==> src/rtl/pc_unit_if.sv <==
// pc_unit_if: fetch-control bundle between the pipeline control logic and the
// program counter.
//   slave  : the program counter side. Its inputs are stall, imem_ready, the
//            redirect pulses (exc, jump_reg, jump, branch) and the redirect
//            operands (branch_target, jump_index, jr_target). Its outputs are
//            pc, pc_plus_4, fetch_valid and align_err.
//   master : the controlling side, with every direction reversed.
interface pc_unit_if #(
  parameter int unsigned XLEN = 32
);
  logic            stall;
  logic            imem_ready;
  logic            exc;
  logic            jump_reg;
  logic            jump;
  logic            branch;
  logic [XLEN-1:0] branch_target;
  logic [25:0]     jump_index;
  logic [XLEN-1:0] jr_target;
  logic [XLEN-1:0] pc;
  logic [XLEN-1:0] pc_plus_4;
  logic            fetch_valid;
  logic            align_err;

  modport slave (
    input  stall, imem_ready, exc, jump_reg, jump, branch,
           branch_target, jump_index, jr_target,
    output pc, pc_plus_4, fetch_valid, align_err
  );

  modport master (
    output stall, imem_ready, exc, jump_reg, jump, branch,
           branch_target, jump_index, jr_target,
    input  pc, pc_plus_4, fetch_valid, align_err
  );
endinterface

==> src/rtl/pc_unit.sv <==
// pc_unit: program counter at the head of IF. It drives the instruction-memory
// address, produces pc+4 and arbitrates the redirects. Priority is
// exc > jump_reg > jump > branch.
//
// A redirect that arrives while fetch cannot advance (stall=1 or imem_ready=0)
// is held in a one-entry pending register. It is applied on the next advance.
// A pending exception cannot be displaced by a later non-exception redirect.
// While a redirect is pending, fetch_valid is low so that IF/ID squashes the
// wrong-path fetch.
//
// Ports:
//   clk    rising-edge clock
//   rst_n  asynchronous active-low reset
//   bus    pc_unit_if.slave, which carries these signals:
//          stall, imem_ready, the redirect pulses and their targets (inputs);
//          pc, pc_plus_4, fetch_valid, align_err (outputs).
//
// Optional build macro PC_ALIGN_CHECK_EN:
//   When defined, a jr/jalr target whose low bits are nonzero becomes an
//   exception redirect to EXC_VECTOR, and align_err pulses for one cycle.
//   When undefined, the low bits of the target are forced to 00 and align_err
//   stays 0.
module pc_unit #(
  parameter int unsigned     XLEN         = 32,
  parameter logic [XLEN-1:0] RESET_VECTOR = '0,
  parameter logic [31:0]     EXC_VECTOR   = 32'h8000_0180,
  parameter int unsigned     JUMP_MODE    = 0
) (
  input  logic      clk,
  input  logic      rst_n,
  pc_unit_if.slave  bus
);

  localparam logic [XLEN-1:0] EXC_TARGET = XLEN'(EXC_VECTOR);

  logic [XLEN-1:0] pc_q;
  logic [XLEN-1:0] pc_plus_4;
  logic [XLEN-1:0] pend_addr;
  logic            pend_valid;
  logic            pend_exc;
  logic            started;

  logic            advance;
  logic [XLEN-1:0] jump_tgt;
  logic [XLEN-1:0] jr_tgt;
  logic            new_valid;
  logic            new_exc;
  logic [XLEN-1:0] new_tgt;
  logic            new_accept;

  assign pc_plus_4 = pc_q + XLEN'(4);
  assign advance   = ~bus.stall & bus.imem_ready;
  assign jr_tgt    = {bus.jr_target[XLEN-1:2], 2'b00};

  generate
    if (JUMP_MODE == 0) begin : g_jump_arch
      assign jump_tgt = {pc_plus_4[XLEN-1:28], bus.jump_index, 2'b00};
    end else begin : g_jump_legacy
      assign jump_tgt = {pc_plus_4[XLEN-1:28], 6'b0, bus.jump_index[19:0], 2'b00};
    end
  endgenerate

`ifdef PC_ALIGN_CHECK_EN
  logic new_conv;
`endif

  // Pick the single winning redirect for this cycle.
  always_comb begin
    new_valid = 1'b0;
    new_exc   = 1'b0;
    new_tgt   = '0;
`ifdef PC_ALIGN_CHECK_EN
    new_conv  = 1'b0;
`endif
    if (bus.exc) begin
      new_valid = 1'b1;
      new_exc   = 1'b1;
      new_tgt   = EXC_TARGET;
    end else if (bus.jump_reg) begin
      new_valid = 1'b1;
      new_tgt   = jr_tgt;
`ifdef PC_ALIGN_CHECK_EN
      if (|bus.jr_target[1:0]) begin
        new_exc  = 1'b1;
        new_conv = 1'b1;
        new_tgt  = EXC_TARGET;
      end
`endif
    end else if (bus.jump) begin
      new_valid = 1'b1;
      new_tgt   = jump_tgt;
    end else if (bus.branch) begin
      new_valid = 1'b1;
      new_tgt   = bus.branch_target;
    end
  end

  // A pending exception outranks any later non-exception redirect. This holds
  // both when the pc is loaded and when the pending entry would be overwritten.
  assign new_accept = new_valid & ~(pend_exc & ~new_exc);

  // When a new redirect is blocked by a pending exception, control falls
  // through to the pending branch below. That load is correct because
  // pend_exc implies pend_valid.
  always_ff @(posedge clk or negedge rst_n) begin
    if (!rst_n) begin
      pc_q       <= RESET_VECTOR;
      pend_addr  <= '0;
      pend_valid <= 1'b0;
      pend_exc   <= 1'b0;
      started    <= 1'b0;
    end else begin
      started <= 1'b1;
      if (advance) begin
        if (new_accept) begin
          pc_q <= new_tgt;
        end else if (pend_valid) begin
          pc_q <= pend_addr;
        end else begin
          pc_q <= pc_plus_4;
        end
        pend_valid <= 1'b0;
        pend_exc   <= 1'b0;
      end else if (new_accept) begin
        pend_addr  <= new_tgt;
        pend_valid <= 1'b1;
        pend_exc   <= new_exc;
      end
    end
  end

`ifdef PC_ALIGN_CHECK_EN
  // A converted redirect is always accepted: it is an exception, so no
  // pending entry can block it.
  logic align_q;
  always_ff @(posedge clk or negedge rst_n) begin
    if (!rst_n) begin
      align_q <= 1'b0;
    end else begin
      align_q <= new_conv;
    end
  end
  assign bus.align_err = align_q;
`else
  assign bus.align_err = 1'b0;
`endif

  assign bus.pc          = pc_q;
  assign bus.pc_plus_4   = pc_plus_4;
  assign bus.fetch_valid = started & ~pend_valid;

endmodule

==> src/flat_wrapper.sv <==
// flat-port wrapper written by rule: the top's interface ports become plain ports
module pc_unit_flat 
#(
  parameter int unsigned     XLEN         = 32,
  parameter logic [XLEN-1:0] RESET_VECTOR = '0,
  parameter logic [31:0]     EXC_VECTOR   = 32'h8000_0180,
  parameter int unsigned     JUMP_MODE    = 0
)
  (clk, rst_n, bus_stall, bus_imem_ready, bus_exc, bus_jump_reg, bus_jump, bus_branch, bus_branch_target, bus_jump_index, bus_jr_target, bus_pc, bus_pc_plus_4, bus_fetch_valid, bus_align_err);
  pc_unit_if #(.XLEN(XLEN)) bus_i ();
  input  logic clk;
  input  logic rst_n;
  input wire logic [$bits(bus_i.stall)-1:0] bus_stall;
  input wire logic [$bits(bus_i.imem_ready)-1:0] bus_imem_ready;
  input wire logic [$bits(bus_i.exc)-1:0] bus_exc;
  input wire logic [$bits(bus_i.jump_reg)-1:0] bus_jump_reg;
  input wire logic [$bits(bus_i.jump)-1:0] bus_jump;
  input wire logic [$bits(bus_i.branch)-1:0] bus_branch;
  input wire logic [$bits(bus_i.branch_target)-1:0] bus_branch_target;
  input wire logic [$bits(bus_i.jump_index)-1:0] bus_jump_index;
  input wire logic [$bits(bus_i.jr_target)-1:0] bus_jr_target;
  output wire logic [$bits(bus_i.pc)-1:0] bus_pc;
  output wire logic [$bits(bus_i.pc_plus_4)-1:0] bus_pc_plus_4;
  output wire logic [$bits(bus_i.fetch_valid)-1:0] bus_fetch_valid;
  output wire logic [$bits(bus_i.align_err)-1:0] bus_align_err;
  assign bus_i.stall = bus_stall;
  assign bus_i.imem_ready = bus_imem_ready;
  assign bus_i.exc = bus_exc;
  assign bus_i.jump_reg = bus_jump_reg;
  assign bus_i.jump = bus_jump;
  assign bus_i.branch = bus_branch;
  assign bus_i.branch_target = bus_branch_target;
  assign bus_i.jump_index = bus_jump_index;
  assign bus_i.jr_target = bus_jr_target;
  assign bus_pc = bus_i.pc;
  assign bus_pc_plus_4 = bus_i.pc_plus_4;
  assign bus_fetch_valid = bus_i.fetch_valid;
  assign bus_align_err = bus_i.align_err;
  pc_unit #(.XLEN(XLEN), .RESET_VECTOR(RESET_VECTOR), .EXC_VECTOR(EXC_VECTOR), .JUMP_MODE(JUMP_MODE)) u_core (.clk(clk), .rst_n(rst_n), .bus(bus_i));
endmodule
==> config.mk <==
export PLATFORM = sky130hd
export DESIGN_NAME = pc_unit_flat
export DESIGN_NICKNAME = d
export VERILOG_FILES = /design/src/rtl/pc_unit_if.sv /design/src/rtl/pc_unit.sv /design/src/flat_wrapper.sv
export SDC_FILE = /design/constraint.sdc
export NUM_CORES = 1
export LEC_CHECK = 0
export BUFFER_PORTS_ARGS = -buffer_cell sky130_fd_sc_hd__buf_4
export CAP_MARGIN = 30
export CORE_UTILIZATION = 35
export DETAILED_ROUTE_END_ITERATION = 6
export PLACE_DENSITY = 0.66
export REMOVE_ABC_BUFFERS = 1
export SYNTH_ARGS = -nofsm -noshare
export SYNTH_HDL_FRONTEND = slang
export SYNTH_SLANG_ARGS = --single-unit
==> constraint.sdc <==
create_clock -name clk -period 4.4 [get_ports clk]
set_clock_uncertainty 0.1 [all_clocks]
set_input_delay 0.88 -clock clk [delete_from_list [all_inputs] [get_ports clk]]
set_output_delay 0.88 -clock clk [all_outputs]
set_load 0.01 [all_outputs]
After elaboration in Yosys (flattened, before gate mapping)

Cells that the tools add are included.

Bits in registers: 67
Input port bits: 98
Output and inout port bits: 66
Logic and storage cells: 32

Add/subtract/negate cells: 1
Mux-type cells: 15
Bitwise logic cells: 9
Reductions and logical operators: 2

Operator list:

| operator              | count |
|---|---|
| $mux 32               | 6 |
| $add 32x3->32 const B | 1 |
| $mux 1                | 9 |
| $not 1->1             | 5 |
| $and 1x1->1           | 4 |
| $reduce_and 2->1      | 1 |
| $reduce_bool 2->1     | 1 |

Longest topological paths before layout

Word-level depth: 7
Depth in mapped cells: 8
Depth with buffers taken out: 7

Worst setup path after synthesis

OpenSTA, ideal clock, no wires.

Path type: register to output
From: register u_core.pc_q[4], in the netlist u_core.bus.pc[4]
To: output bus_pc_plus_4[29]
Data arrival time: 1.806 ns
Data required time: 3.420 ns
Slack: 1.614 ns
Cell stages (with the launch flop): 6
Path buffers: 1
Cells stage by stage: dfrtp_1 nand3_1 or3_1 clkbuf_1 nor4_1 xor2_1

Word-level cells in the longest chain between the ends: 1

RTL lines:

| item                     | line               | text |
|---|---|---|
| start: declaration       | pc_unit.sv:36      | `logic [XLEN-1:0] pc_q;` |
| start signal: assignment | pc_unit.sv:116     | `pc_q <= new_tgt;` |
| start signal: assignment | pc_unit.sv:118     | `pc_q <= pend_addr;` |
| start signal: assignment | pc_unit.sv:120     | `pc_q <= pc_plus_4;` |
| $add 32x3->32            | pc_unit.sv:51      | `assign pc_plus_4 = pc_q + XLEN'(4);` |
| end: declaration         | flat_wrapper.sv:23 | `output wire logic [$bits(bus_i.pc_plus_4)-1:0] bus_pc_plus_4;` |

Every way passes these cells.

Worst setup path after layout

Ends and elaborated chain as after synthesis.

==> run_results.csv <==
group,metric,value,unit
routing,route.detailed.wl_per_inst,18.2,µm
cts,cts-hold-fix-buffers,0,
global_route,grt_antenna_before_repair,0,
floorplanning,initial_utilization,0.362,
cells_and_area,syn_to_final_growth,37.0,%
outcome,result_of_the_run,"complete, no violations",
setup_path,cp_max_fo,7,
cells_and_area,ff_latch_area,1680,µm²
timing,timing.max_slew.rel_slack,0.351,
power_and_ir_drop,ir_worst_vdd,0.168,mV
timing,layout_worst_path_cycle_share,0.799,
cells_and_area,finish.instance_area,6000,µm²
setup_path,path_delay_family,"simple AND/OR/NAND/NOR gates",
setup_path,crit_chain,"nand3_1 > or3_1 > nor4_1 > xor2_1 > buf_4",
timing,timing.final.crit_period,3.52,ns
run,cap_viol_max_count,0,
timing,timing.fmax,0.284,GHz
setup_path,required,3.42,ns
synthesis,netlist_area,4380,µm²
floorplanning,design.core.area,12100,µm²
routing,first_iter_violations,306,
global_route,grt_overflow,0,
cells_and_area,drive_gt1_frac,0.294,
floorplanning,dieWidth,114,µm
cts,cts.root.buffer_cell,"sky130_fd_sc_hd__clkbuf_16",
setup_path,worstPathBufferInverterCount,1,
synthesis,synth_seq_cells,67,
cts,cts_post_setup_buffers_inserted,0,
global_route,grt_pass1_wl,24100,µm
cells_and_area,multi_input_comb_area,2500,µm²
floorplanning,fp-row-count,40,
routing,route.antenna.remaining_nets,0,
global_route,globalRouteTotalUtil,0.242,
routing,viasPerCell,5.56,
timing,timing_hold_violations_final,0,
timing,worst_slew_pin_slew,0.974,ns
synthesis,number_of_cells_produced_by_synthesis,539,
cts,cts_buffers,9,
placement,hpwl,10600,µm
routing,drt_first_pass_iters,5,
cells_and_area,layoutNonFillerInstCount,846,
timing,timing.setup.tns,0,ns
setup_path,path_class,"flop to output port",
setup_path,cpPeakStageDelay,0.59,ns
cts,clock_transition_time_at_the_flip_flop_clock_pins_of_the_worst_setup_and_hold_paths,0.05,ns
placement,port_buffers,160,
cells_and_area,nets,773,
global_route,grt_max_degree,68,
timing,setup_ws,0.883,ns
placement,place_inst,830,
routing,vias,4706,
cts,cts_htree_levels,3,
setup_path,critical_path_arrival,2.54,ns
placement,post-place-ws,1.11,ns
cells_and_area,antenna_cells_inserted,0,
timing,timing.final.max_slew_violations,0,
cts,clock-sinks,67,
placement,place_congestion,0.831,
worst_hold_path,hold_path_class,"flop to flop",
routing,route.final.wire_length,15400,µm
synthesis,synthesis.area_per_instance,8.13,µm²
cts,cts_tree,"yes",
power_and_ir_drop,powerDensity,358,nW/µm²
setup_path,critical_path.endpoint_type,"output port",
floorplanning,die_area,13000,µm²
floorplanning,die_h,114,µm
synthesis,synthArstFlopShare,1.00,
synthesis,synth_top_flop_cell,"sky130_fd_sc_hd__dfrtp_1",
cells_and_area,filler_cell_count,1175,
synthesis,synth_edf_count,0,
power_and_ir_drop,fin_total_pwr,2.15,mW
synthesis,number_of_different_library_cells_in_the_post_synthesis_netlist,57,
routing,post_route_drc_violation_count,0,
synthesis,yosys_warnings,0,
timing,final-setup-viol-count,0,
floorplanning,num_io_pins,164,
cts,clock_latency_on_the_worst_skew_pair,0.33,ns
timing,rsz0062_at_grt,"false",
cts,cts_resized,0,
setup_path,setup.worst_path.start_class,"flop",
placement,placed_instance_area,5700,µm²
global_route,number_of_global_route_vias_before_repair,4508,
synthesis,synth_seq_area_share,0.383,
setup_path,crit_path_top_delay_cell,"sky130_fd_sc_hd__or3_1",
cts,cts.path.max_buffers,2,
power_and_ir_drop,p_leak,2.70,nW
[where the power goes]
| group | switching, mW | internal (mW) |
|---|---|---|
| Clock | 0.262 | 0.466 |
| Combinational | 0.322 | 0.300 |
| Sequential | 0.104 | 0.698 |
| Total | 0.688 | 1.46 |
[path summary, 6_finish.rpt]
check | from | endpoint | slack [ns] | cells past startpoint
max in group asynchronous | rst_n | u_core.pend_addr[13] | 3.07 | 1
worst max register to register | u_core.bus.pc[4] | u_core.bus.pc[31] | 1.80 | 6
worst max-delay path | u_core.bus.pc[4] | bus_pc_plus_4[29] | 0.88 | 5
min in group asynchronous | rst_n | u_core.pend_addr[20] | 0.56 | 1
worst min-delay path | u_core.pend_addr[9] | u_core.pend_addr[9] | 0.36 | 2
worst min register to register | u_core.pend_addr[9] | u_core.pend_addr[9] | 0.36 | 2
[worst min-delay path, delay by kind of cell, from the launching register on]
| family | cells | cell delay [ns] |
|---|---|---|
| AND/OR/NAND/NOR | 2 | 0.10 |
| flip-flops | 1 | 0.33 |
[kinds of logic after synthesis]
family | synth area share
muxes | 0.0140
AOI/OAI and AO/OA | 0.282
adders and majority gates | 0.00286
xor gates and xnor gates | 0.0560
and+or+nand+nor | 0.210
buffers and inverters | 0.0503
DFF | 0.383
other | 0.00171
[area by class of cell]
cell class                 count  area share
tap                          168      0.0350
timing repair buffer         172       0.215
multi-input combinational    417       0.417
sequential                    67       0.279
clock buffer                  13      0.0433
inverter                       7     0.00438
clock inverter                 2     0.00583
[per-layer routing]
metal / GRT usage / wire [µm] / vias up
met5: 0 / 0 / -
li1: - / - / 2245
met1: 0.321 / 6640 / 2237
met2: 0.409 / 7460 / 210
met3: 0.0399 / 1090 / 14
met4: 0.0675 / 206 / 0
[Yosys cell counts (7+ instances only)]
master / n / area, µm²
sky130_fd_sc_hd__a21oi_1: 29 / 145
sky130_fd_sc_hd__a221o_1: 12 / 120
sky130_fd_sc_hd__a221oi_1: 8 / 70.1
sky130_fd_sc_hd__a22o_1: 8 / 70.1
sky130_fd_sc_hd__a22oi_1: 7 / 52.6
sky130_fd_sc_hd__a31oi_1: 9 / 56.3
sky130_fd_sc_hd__clkbuf_1: 39 / 146
sky130_fd_sc_hd__dfrtp_1: 67 / 1680
sky130_fd_sc_hd__inv_1: 7 / 26.3
sky130_fd_sc_hd__nand2_1: 84 / 315
sky130_fd_sc_hd__nand2b_1: 7 / 43.8
sky130_fd_sc_hd__nand3_1: 18 / 90.1
sky130_fd_sc_hd__nor2_1: 39 / 146
sky130_fd_sc_hd__nor3_1: 17 / 85.1
sky130_fd_sc_hd__o211ai_1: 9 / 67.6
sky130_fd_sc_hd__o21ai_0: 51 / 255
sky130_fd_sc_hd__o31ai_1: 16 / 120
sky130_fd_sc_hd__xnor2_1: 13 / 114
sky130_fd_sc_hd__xor2_1: 15 / 131
[registers in the layout (all words and copies together), names as in the netlist]
signal and flops:
u_core.pend_valid 1, u_core.pend_addr 32, u_core.bus.pc 32, u_core.pend_exc 1
u_core.started 1
[stage by stage]
stage	util	hold WS, ns
after CTS	0.495	0.367
after floorplan	-	0.337
final	0.496	0.364
after global placement	0.470	0.351
after global routing	0.496	0.387
after detailed placement	0.471	0.354
[cell usage in the layout, fill, tap and decap left out, drive strengths merged, types with 2 or more instances in the layout]
| cell | n |
|---|---|
| buf | 171 |
| nand2 | 84 |
| dfrtp | 67 |
| o21ai | 53 |
| nor2 | 40 |
| a21oi | 29 |
| nand3 | 18 |
| nor3 | 17 |
| o31ai | 16 |
| xor2 | 15 |
| clkbuf | 14 |
| xnor2 | 13 |
| a221o | 12 |
| o211ai | 9 |
| a31oi | 9 |
| a221oi | 8 |
| a22o | 8 |
| inv | 7 |
| nand2b | 7 |
| a22oi | 7 |
| o21bai | 6 |
| nand4 | 6 |
| nor4 | 6 |
| and3 | 5 |
| mux2i | 5 |
| or3 | 4 |
| a211oi | 4 |
| a32o | 3 |
| a211o | 3 |
| o22ai | 3 |
| nor2b | 3 |
| o21a | 2 |
| a31o | 2 |
| o41ai | 2 |
| conb | 2 |
| or4 | 2 |
| or2 | 2 |
No activity file was read; power rests on OpenSTA's default activity.
